<file path="src/rtl/cache_pkg.sv">
// Shared address slicing, FSM encoding and line-address helper for the
// 1 KB direct-mapped write-back cache (4 lines x 16 bytes).
package cache_pkg;
  localparam int ADDR_W  = 10;
  localparam int TAG_W   = 4;
  localparam int IDX_W   = 2;
  localparam int OFF_W   = 4;
  localparam int BYTE_W  = 8;
  localparam int LINE_W  = (1 << OFF_W) * BYTE_W;
  localparam int LINES   = 1 << IDX_W;
  localparam int IDX_LSB = OFF_W;
  localparam int TAG_LSB = OFF_W + IDX_W;
  localparam int BYTE_SH = $clog2(BYTE_W);

  typedef enum logic [1:0] {
    ST_IDLE,
    ST_COMPARE,
    ST_WRITEBACK,
    ST_ALLOCATE
  } state_t;

  function automatic logic [ADDR_W-1:0] line_addr(input logic [TAG_W-1:0] tag,
                                                  input logic [IDX_W-1:0] idx);
    return {tag, idx, {OFF_W{1'b0}}};
  endfunction
endpackage

</file>
<file path="src/rtl/cache_line_store.sv">
// Tag/valid/dirty/data arrays with combinational read of the indexed line.
// Line fill has priority over byte write; everything clears on clr_n.
module cache_line_store
  import cache_pkg::*;
(
  input  logic              clk,
  input  logic              clr_n,
  input  logic [IDX_W-1:0]  idx,
  input  logic              byte_we,
  input  logic [OFF_W-1:0]  byte_off,
  input  logic [BYTE_W-1:0] byte_data,
  input  logic              line_we,
  input  logic [TAG_W-1:0]  line_tag,
  input  logic [LINE_W-1:0] line_data,
  input  logic              clean_we,
  output logic [LINE_W-1:0] rd_data,
  output logic [TAG_W-1:0]  rd_tag,
  output logic              rd_valid,
  output logic              rd_dirty
);
  logic [LINE_W-1:0] data_q [LINES];
  logic [TAG_W-1:0]  tag_q  [LINES];
  logic [LINES-1:0]  valid_q;
  logic [LINES-1:0]  dirty_q;

  always_ff @(posedge clk or negedge clr_n) begin
    if (!clr_n) begin
      for (int i = 0; i < LINES; i++) begin
        data_q[i] <= '0;
        tag_q[i]  <= '0;
      end
      valid_q <= '0;
      dirty_q <= '0;
    end else if (line_we) begin
      data_q[idx]  <= line_data;
      tag_q[idx]   <= line_tag;
      valid_q[idx] <= 1'b1;
      dirty_q[idx] <= 1'b0;
    end else if (byte_we) begin
      data_q[idx][{byte_off, {BYTE_SH{1'b0}}} +: BYTE_W] <= byte_data;
      dirty_q[idx] <= 1'b1;
    end else if (clean_we) begin
      dirty_q[idx] <= 1'b0;
    end
  end

  assign rd_data  = data_q[idx];
  assign rd_tag   = tag_q[idx];
  assign rd_valid = valid_q[idx];
  assign rd_dirty = dirty_q[idx];
endmodule

</file>
<file path="src/rtl/cache_wb_controller.sv">
// Direct-mapped write-back cache controller: hit completes 2 cycles after cpu_req,
// misses add write-back/refill waits; cpu_req ignored while busy, mem_* held until mem_ack.
module cache_wb_controller
  import cache_pkg::*;
#(
  parameter int CNT_W = 16
) (
  input  logic              clk,
  input  logic              rst_n,
  input  logic              cpu_req,
  input  logic              cpu_row,
  input  logic [ADDR_W-1:0] cpu_addr,
  input  logic [BYTE_W-1:0] cpu_wdata,
  output logic [BYTE_W-1:0] cpu_rdata,
  output logic              cpu_ready,
  output logic              cpu_hit,
  output logic              mem_req,
  output logic              mem_row,
  output logic [ADDR_W-1:0] mem_addr,
  output logic [LINE_W-1:0] mem_wdata,
  input  logic [LINE_W-1:0] mem_rdata,
  input  logic              mem_ack,
  output logic [CNT_W-1:0]  hit_count,
  output logic [CNT_W-1:0]  miss_count
);
  state_t state, state_d;

  logic [ADDR_W-1:0] req_addr;
  logic              req_row;
  logic [BYTE_W-1:0] req_wdata;
  logic              first_miss;

  logic [TAG_W-1:0]  req_tag;
  logic [IDX_W-1:0]  req_idx;
  logic [OFF_W-1:0]  req_off;

  logic [LINE_W-1:0] line_data;
  logic [TAG_W-1:0]  line_tag;
  logic              line_valid;
  logic              line_dirty;

  logic hit, mem_done, latch_req, byte_we, line_we, clean_we;

  assign req_tag = req_addr[TAG_LSB +: TAG_W];
  assign req_idx = req_addr[IDX_LSB +: IDX_W];
  assign req_off = req_addr[OFF_W-1:0];

  cache_line_store u_store (
    .clk       (clk),
    .clr_n     (rst_n),
    .idx       (req_idx),
    .byte_we   (byte_we),
    .byte_off  (req_off),
    .byte_data (req_wdata),
    .line_we   (line_we),
    .line_tag  (req_tag),
    .line_data (mem_rdata),
    .clean_we  (clean_we),
    .rd_data   (line_data),
    .rd_tag    (line_tag),
    .rd_valid  (line_valid),
    .rd_dirty  (line_dirty)
  );

  always_ff @(posedge clk or negedge rst_n) begin
    if (!rst_n) state <= ST_IDLE;
    else        state <= state_d;
  end

  always_comb begin
    state_d   = state;
    hit       = line_valid && (line_tag == req_tag);
    mem_done  = mem_req && mem_ack;
    latch_req = 1'b0;
    byte_we   = 1'b0;
    line_we   = 1'b0;
    clean_we  = 1'b0;
    case (state)
      ST_IDLE: begin
        latch_req = cpu_req;
        if (cpu_req) state_d = ST_COMPARE;
      end
      ST_COMPARE: begin
        byte_we = hit && req_row;
        if (hit)                          state_d = ST_IDLE;
        else if (line_valid && line_dirty) state_d = ST_WRITEBACK;
        else                               state_d = ST_ALLOCATE;
      end
      ST_WRITEBACK: begin
        clean_we = mem_done;
        if (mem_done) state_d = ST_ALLOCATE;
      end
      ST_ALLOCATE: begin
        line_we = mem_done;
        if (mem_done) state_d = ST_COMPARE;
      end
      default: state_d = ST_IDLE;
    endcase
  end

  always_ff @(posedge clk or negedge rst_n) begin
    if (!rst_n) begin
      req_addr   <= '0;
      req_row    <= 1'b0;
      req_wdata  <= '0;
      first_miss <= 1'b0;
      cpu_rdata  <= '0;
      cpu_ready  <= 1'b0;
      cpu_hit    <= 1'b0;
      mem_req    <= 1'b0;
      mem_row    <= 1'b0;
      mem_addr   <= '0;
      mem_wdata  <= '0;
      hit_count  <= '0;
      miss_count <= '0;
    end else begin
      cpu_ready <= 1'b0;
      cpu_hit   <= 1'b0;

      if (latch_req) begin
        req_addr   <= cpu_addr;
        req_row    <= cpu_row;
        req_wdata  <= cpu_wdata;
        first_miss <= 1'b0;
      end

      if (state == ST_COMPARE) begin
        if (hit) begin
          cpu_ready <= 1'b1;
          cpu_hit   <= !first_miss;
          if (!req_row) cpu_rdata <= line_data[{req_off, {BYTE_SH{1'b0}}} +: BYTE_W];
          if (!first_miss && hit_count != '1) hit_count <= hit_count + 1'b1;
        end else begin
          first_miss <= 1'b1;
          if (miss_count != '1) miss_count <= miss_count + 1'b1;
        end
      end

      // mem_* are loaded on entry to each memory state so they are stable for the whole wait
      if (state_d == ST_WRITEBACK && state != ST_WRITEBACK) begin
        mem_req   <= 1'b1;
        mem_row   <= 1'b1;
        mem_addr  <= line_addr(line_tag, req_idx);
        mem_wdata <= line_data;
      end else if (state_d == ST_ALLOCATE && state != ST_ALLOCATE) begin
        mem_req  <= 1'b1;
        mem_row  <= 1'b0;
        mem_addr <= line_addr(req_tag, req_idx);
      end else if (state == ST_ALLOCATE && mem_done) begin
        mem_req <= 1'b0;
      end
    end
  end
endmodule

</file>
<file path="config.mk">
export PLATFORM = sky130hd
export DESIGN_NAME = cache_wb_controller
export DESIGN_NICKNAME = d
export VERILOG_FILES = /design/src/rtl/cache_pkg.sv /design/src/rtl/cache_line_store.sv /design/src/rtl/cache_wb_controller.sv
export SDC_FILE = /design/constraint.sdc
export NUM_CORES = 2
export LEC_CHECK = 0
export CAP_MARGIN = 15
export CORE_ASPECT_RATIO = 1.5
export CORE_MARGIN = 4
export CORE_UTILIZATION = 50
export CTS_CLUSTER_DIAMETER = 120
export DETAILED_ROUTE_END_ITERATION = 8
export PLACE_DENSITY = 0.74
export SETUP_SLACK_MARGIN = 0.1
export SYNTH_ARGS = -nofsm -noshare
export SYNTH_HDL_FRONTEND = slang
export SYNTH_SLANG_ARGS = --single-unit
export TNS_END_PERCENT = 20
</file>
<file path="constraint.sdc">
create_clock -name clk -period 4.57 [get_ports clk]
set_clock_uncertainty 0.05 [all_clocks]
set_input_delay 0.914 -clock clk [delete_from_list [all_inputs] [get_ports clk]]
set_output_delay 0.914 -clock clk [all_outputs]
set_load 0.02 [all_outputs]
</file>
After elaboration in Yosys (flattened, before gate mapping)
Index checks and enable logic that the tools add are counted.
{"block": "totals", "wordCells": 120, "output_inout_bits": 182, "ff_bits": 740}
{"block": "classes", "shifts": 3, "n_reduce_logical": 19, "mux": 50, "eq_ne": 10, "add_sub_neg": 3, "n_lt_le_gt_ge": 4, "bitwise_logic": 7}
{"operator": "512-bit bitwise mux", "n": 2}
{"operator": "512-bit 2-to-1 mux", "n": 2}
{"operator": "128-bit demux with 2-bit select", "n": 2}
{"operator": "128-bit 2-to-1 mux", "n": 4}
{"operator": "128-bit binary-select mux with 2-bit select", "n": 1}
{"operator": "8-bit by 9-bit variable shift with 128-bit output (first input constant)", "n": 1}
{"operator": "128-bit by 8-bit variable part select with 8-bit output", "n": 1}
{"operator": "8-bit by 9-bit variable part select with 128-bit output", "n": 1}
{"operator": "16-bit by 1-bit adder with 16-bit output (second input constant)", "n": 2}
{"operator": "16-bit inequality test (second input constant)", "n": 2}
{"operator": "4-bit 2-to-1 mux", "n": 6}
{"operator": "1-bit 2-to-1 mux", "n": 20}
{"operator": "10-bit 2-to-1 mux", "n": 2}
{"operator": "16-bit bitwise mux", "n": 1}
{"operator": "1-bit logical AND", "n": 10}
{"operator": "7-bit negation with 9-bit output", "n": 1}
{"operator": "3-bit AND reduction", "n": 3}
{"operator": "4-bit binary-select mux with 2-bit select", "n": 1}
{"operator": "4-bit demux with 2-bit select", "n": 1}
{"operator": "2-bit == test (second input constant)", "n": 4}
{"operator": "2-bit 2-to-1 mux", "n": 4}
{"operator": "4-bit OR", "n": 2}
{"operator": "2-bit case mux with 4 select lines", "n": 1}
{"operator": "3-bit nonzero test", "n": 2}
{"operator": "16 further kinds", "n": 20}

Longest topological paths before layout
{"block": "logic_depth", "depth_word": 12, "mapped_depth": 15}

Modules after synthesis
A second synthesis with hierarchy kept.
{"block": "unflattened", "hier_cells": 2929, "hier_area_um2": 35851.9}
{"module": "cache_line_store", "seq_area_each_um2": 13412.9, "area_each_um2": 26862.0, "cells_each": 2312, "instances": 1}
{"module": "cache_wb_controller", "seq_area_each_um2": 5004.8, "area_each_um2": 8989.9, "cells_each": 617, "instances": 1}

Worst setup path after synthesis
No wires, ideal clock.
{"block": "synth_path", "path_kind": "register -> register", "startpoint": "register req_addr[1]", "endpoint": "register u_store.data_q[464] (netlist bit)", "stages_incl_launch_ff": 12, "path_buffers": 4, "slack_ns": 0.784, "arrival_ns": 3.611, "period_less_slack_ns": 3.786, "cell_sequence": "dfrtp_1 > clkbuf_1 > clkbuf_1 > buf_1 > inv_1 > clkbuf_1 > ha_1 > or3b_2 > a21oi_1 > nand4_1 > o21ai_2 > mux2_2"}
{"block": "synth_via", "elab_chain_len": 7, "word_cells_on_any_way": 8}
{"item": "from (decl)", "line_no": "cache_wb_controller.sv:28", "rtl": "logic [ADDR_W-1:0] req_addr;"}
{"item": "from (signal assigned)", "line_no": "cache_wb_controller.sv:121", "rtl": "req_addr <= cpu_addr;"}
{"item": "7-bit negation with 9-bit output *", "line_no": "cache_line_store.sv:40", "rtl": "data_q[idx][{byte_off, {BYTE_SH{1'b0}}} +: BYTE_W] <= byte_data;"}
{"item": "8-bit by 9-bit variable shift with 128-bit output", "line_no": "cache_line_store.sv:40"}
{"item": "128-bit 2-to-1 mux (not written as such)", "line_no": "cache_line_store.sv:40"}
{"item": "128-bit demux with 2-bit select", "line_no": "cache_line_store.sv:40"}
{"item": "512-bit bitwise mux *", "line_no": "cache_line_store.sv:40"}
{"item": "512-bit 2-to-1 mux *", "line_no": "cache_line_store.sv:39", "rtl": "end else if (byte_we) begin"}
{"item": "512-bit 2-to-1 mux *", "line_no": "cache_line_store.sv:34", "rtl": "end else if (line_we) begin"}
{"item": "to (signal, indexed assignment)", "line_no": "cache_line_store.sv:35", "rtl": "data_q[idx] <= line_data;"}
{"item": "to (signal, indexed assignment)", "line_no": "cache_line_store.sv:40"}
{"item": "to (decl)", "line_no": "cache_line_store.sv:21", "rtl": "logic [LINE_W-1:0] data_q [LINES];"}
Every way passes the cells marked *; elsewhere a longest branch is shown, timed or not. The select of a mux whose other input is x is not followed.
A chain may end at the register's enable or synchronous reset.

Worst setup path after layout
{"block": "layout_path", "startpoint": "register req_addr[4]", "endpoint": "register u_store.data_q[239] (netlist bit)"}
{"block": "layout_via", "elab_chain_len": 9, "word_cells_on_any_way": 22}
{"item": "2-bit NOT with 3-bit output (not written as such)", "line_no": "cache_line_store.sv:35, cache_line_store.sv:40, cache_line_store.sv:48"}
{"item": "4-bit binary-select mux with 2-bit select", "line_no": "cache_line_store.sv:48", "rtl": "assign rd_tag = tag_q[idx];"}
{"item": "4-bit 2-to-1 mux (not written as such) (2 in a row)", "line_no": "cache_line_store.sv:48"}
{"item": "4-bit == test", "line_no": "cache_wb_controller.sv:72", "rtl": "hit = line_valid && (line_tag == req_tag);"}
{"item": "1-bit logical AND", "line_no": "cache_wb_controller.sv:72"}
{"item": "1-bit logical AND", "line_no": "cache_wb_controller.sv:84", "rtl": "byte_we = hit && req_row;"}
{"item": "1-bit 2-to-1 mux", "line_no": "cache_wb_controller.sv:78", "rtl": "case (state)"}
{"item": "2-bit nonzero test (no line)"}
Parallel ways exist; a longest one is shown, timed or not. The select of a mux whose other input is x is not followed.

==> summary.txt <==
Logic synthesis
  – Number of synthesized flops with an enable pin: 0
  – YS warnings: 0
  – Seq/Total Area, Yosys: 48.6%
  – Area share of the largest cell type after synthesis: 48.6%
  – Predominant post-synthesis flop cell: dfrtp_1
  – Avg Synthesized Cell Area: 10.5 um2
  – Synth area leaders: dfrtp_1 (49%), mux4_2 (7.9%), nand2_1 (7.0%)
  – Mapped Area: 0.0379 mm2
  – FF+latch count, synth: 736
  – Largest area contributor in the netlist: dfrtp_1
  – Mapped Cells: 3,609
  – Async S/R FF share, synth: 100%
  – Post-synth cell types: 82

Die
  – Die span in y: 345 um
  – Die W: 233 um
  – Cell Rows: 123
  – Die area: 0.0804 mm2
  – Starting Density: 50.5%
  – Core ar.: 0.0751 mm2
  – Top Ports: 333

Clock tree
  – Clk_lat worst skew: 660 ps
  – Cts hold-fix bufs: 0
  – Resize count post-CTS: 0
  – Setup Fix Bufs, Post-CTS: 0
  – Clock Pin Slew Worst Setup and Hold Paths: 70 ps
  – CTS tree: built
  – # H-tree levels: 3
  – CTS Buf Count: 73
  – Root Buffer: clkbuf_16
  – Maximum clock path buffer count: 3
  – # clock sinks: 736

Power
  – Worst VDD drop: 0.000678 V
  – P per Cell Area: 775 mW/mm2
  – P_leak: 20.0 nW

Worst setup path
  – Buf/Inv on CP: 0
  – Critical path data arrival time: 4840 ps
  – RR Endpoint: u_store.data_q[239]$_DFFE_PN0P_
  – Slowest-stage cell, CP: nor3_1
  – CP endpoint kind: flop
  – Setup crit end: u_store.data_q[239]$_DFFE_PN0P_
  – Worst Path Max Fanout: 12
  – Crit start category: flop
  – R2r worst-path depth: 6
  – Slowest stage delay, CP: 1070 ps
  – Setup Crit Path Kind: flop to flop
  – CP Cell Sequence: mux4_2 -> xor2_1 -> nor3_1 -> nand2_1 -> nor3_2 -> a221o_1
  – Top delay family on crit path: simple AND/OR/NAND/NOR gates
  – Reg-to-reg setup timing slack: 280 ps
  – Worst EP required: 5110 ps
  – Instance count on the critical path: 6
  – Reg2reg start: req_addr[4]$_DFFE_PN0P_
  – Origin of the worst setup path: req_addr[4]$_DFFE_PN0P_

Timing
  – Final hold violation count: 0
  – RSZ-0062 raised after global routing: no
  – Relative slew slack: 18.3%
  – Fmax: 233 MHz
  – Crit path time final: 4290 ps
  – Worst-Margin Slew: 1220 ps
  – Endpoints failing setup: 0
  – Final slew viol count: 0
  – Tcrit/Tclk final: 93.9%
  – Setup_tns: 0 ps

Routing
  – Number of DRC markers in iteration 0: 5,086
  – ANT nets after route: 0
  – WL/cell: 31.9 um
  – Detailed Routing Iterations Pass 1: 9
  – DR vias: 34,200
  – Routed WL: 158 mm
  – DRC: 0
  – Via density: 6.93

Global route
  – Initial antenna violation count: 10
  – Met3 Use GR: 11.7%
  – Met2 usage: 56.0%
  – GR Util met1: 46.7%
  – Largest net degree at the start of global routing: 104
  – First-pass GRT wire length: 230 mm
  – Overflow after GRT: 0
  – Vias in the first global route: 34,100
  – GRT Total Usage: 38.5%
  – GR peak layer: met2

Cells and area
  – Most common cell after layout, fill and taps aside: dfrtp_1
  – Nets: 4,029
  – Synth-to-Final Area Change: 19.3%
  – Layout cell share with drive strength beyond 1: 17.0%
  – Most frequent cells in the layout: dfrtp_1 (733), nand2_1 (710), clkdlybuf4s50_1 (327)
  – Layout Utilization: 60.3%

Run
  – Max-Cap Viols: 0

Placement
  – Routability cong.: 1.05
  – DPL Wire Length: 111 mm
  – Port bufs: 328

Min path
  – Hold Crit Class: input pin to asynchronous set/reset pin

Outcome
  – Outcome: complete, no violations
report_power, final:
part | internal (mW) | total (mW) | switching, mW
Sequential | 9.14 | 11.3 | 2.18
Combinational | 6.38 | 17.2 | 10.8
Clock | 3.79 | 6.56 | 2.77
per-layer routing:
| metal | vias up | wire, um |
|---|---|---|
| met1 | 16700 | 52500 |
| met2 | 2918 | 67700 |
| met4 | 6 | 17500 |
| li1 | 13800 | - |
| met3 | 855 | 19900 |
| met5 | - | 38 |
per-stage QoR:
step	hold slack, ps	std cells	setup slack, ps	area, um2	power (mW)
finish	244	4938	280	45300	35.1
global route	306	4935	452	45200	36.0
CTS	296	4933	577	45200	34.2
detailed placement	405	4798	605	42700	27.7
global placement	394	4798	586	42700	27.4
floorplan	379	3612	784	37900	20.4
Yosys cell counts (9+ instances only):
| library cell | count |
|---|---|
| a31oi_1 | 39 |
| and2_1 | 61 |
| nor2b_1 | 12 |
| nor2_1 | 229 |
| o21a_1 | 12 |
| o21ai_0 | 116 |
| buf_2 | 37 |
| nand4_1 | 19 |
| a22o_1 | 36 |
| nor3_1 | 55 |
| mux4_2 | 133 |
| a31oi_2 | 9 |
| o221ai_1 | 27 |
| nor4_2 | 11 |
| xnor2_1 | 23 |
| a31o_2 | 13 |
| mux2_2 | 167 |
| xor2_1 | 11 |
| inv_1 | 49 |
| and3_1 | 50 |
| nand2b_1 | 12 |
| mux2i_1 | 76 |
| buf_4 | 18 |
| a21oi_1 | 104 |
| o211ai_1 | 47 |
| clkbuf_1 | 203 |
| o31ai_1 | 19 |
| o22ai_1 | 17 |
| nand2_1 | 711 |
| dfrtp_1 | 736 |
| buf_1 | 32 |
| a221o_1 | 187 |
| a21o_1 | 42 |
| nand3_1 | 71 |
| a211o_1 | 12 |
| a22oi_1 | 70 |
| a41oi_1 | 11 |
registers in the layout (all words and copies together), names as in the netlist, 4 cells and up, named ones only:
signal and cells:
hit_count 16, miss_count 16, mem_wdata 128, req_wdata 8, cpu_rdata 8, u_store.valid_q 4, u_store.data_q 512, u_store.tag_q 16
req_addr 10, mem_addr 6
final cells by class:
type	instances	area, um2
Clock inverter	33	382
Tap cell	1000	1250
Clock buffer	102	2200
Antenna cell	5	12.5
Timing Repair Buffer	478	4600
Inverter	51	191
Multi-Input combinational cell	2533	18200
Sequential cell	736	18400
Fill cell	6242	29800
worst min-delay path by stage:
stage,slack (ps),startpoint,to
6_report,240,rst_n,u_store.data_q[315]$_DFFE_PN0P_
5_1_grt,310,rst_n,u_store.data_q[315]$_DFFE_PN0P_
4_1_cts,300,rst_n,u_store.data_q[315]$_DFFE_PN0P_
3_5_place_dp,400,u_store.valid_q[0]$_DFFE_PN0P_,u_store.valid_q[0]$_DFFE_PN0P_
3_3_place_gp,390,u_store.valid_q[1]$_DFFE_PN0P_,u_store.valid_q[1]$_DFFE_PN0P_
2_1_floorplan,380,u_store.valid_q[2]$_DFFE_PN0P_,u_store.valid_q[2]$_DFFE_PN0P_
logic make-up (layout without fill, tap and decap cells):
group	after synthesis	after routing	share of synthesized area, %
simple gates	1294	1294	15.4
compound gates	818	818	16.4
flops	736	736	48.6
mux	376	376	14.9
buf+inv	343	664	3.73
xor+xnor	36	36	0.871
fa+ha+maj	5	5	0.165
other cells	1	9	0.00989
No activity file was read; power rests on OpenSTA's default activity.
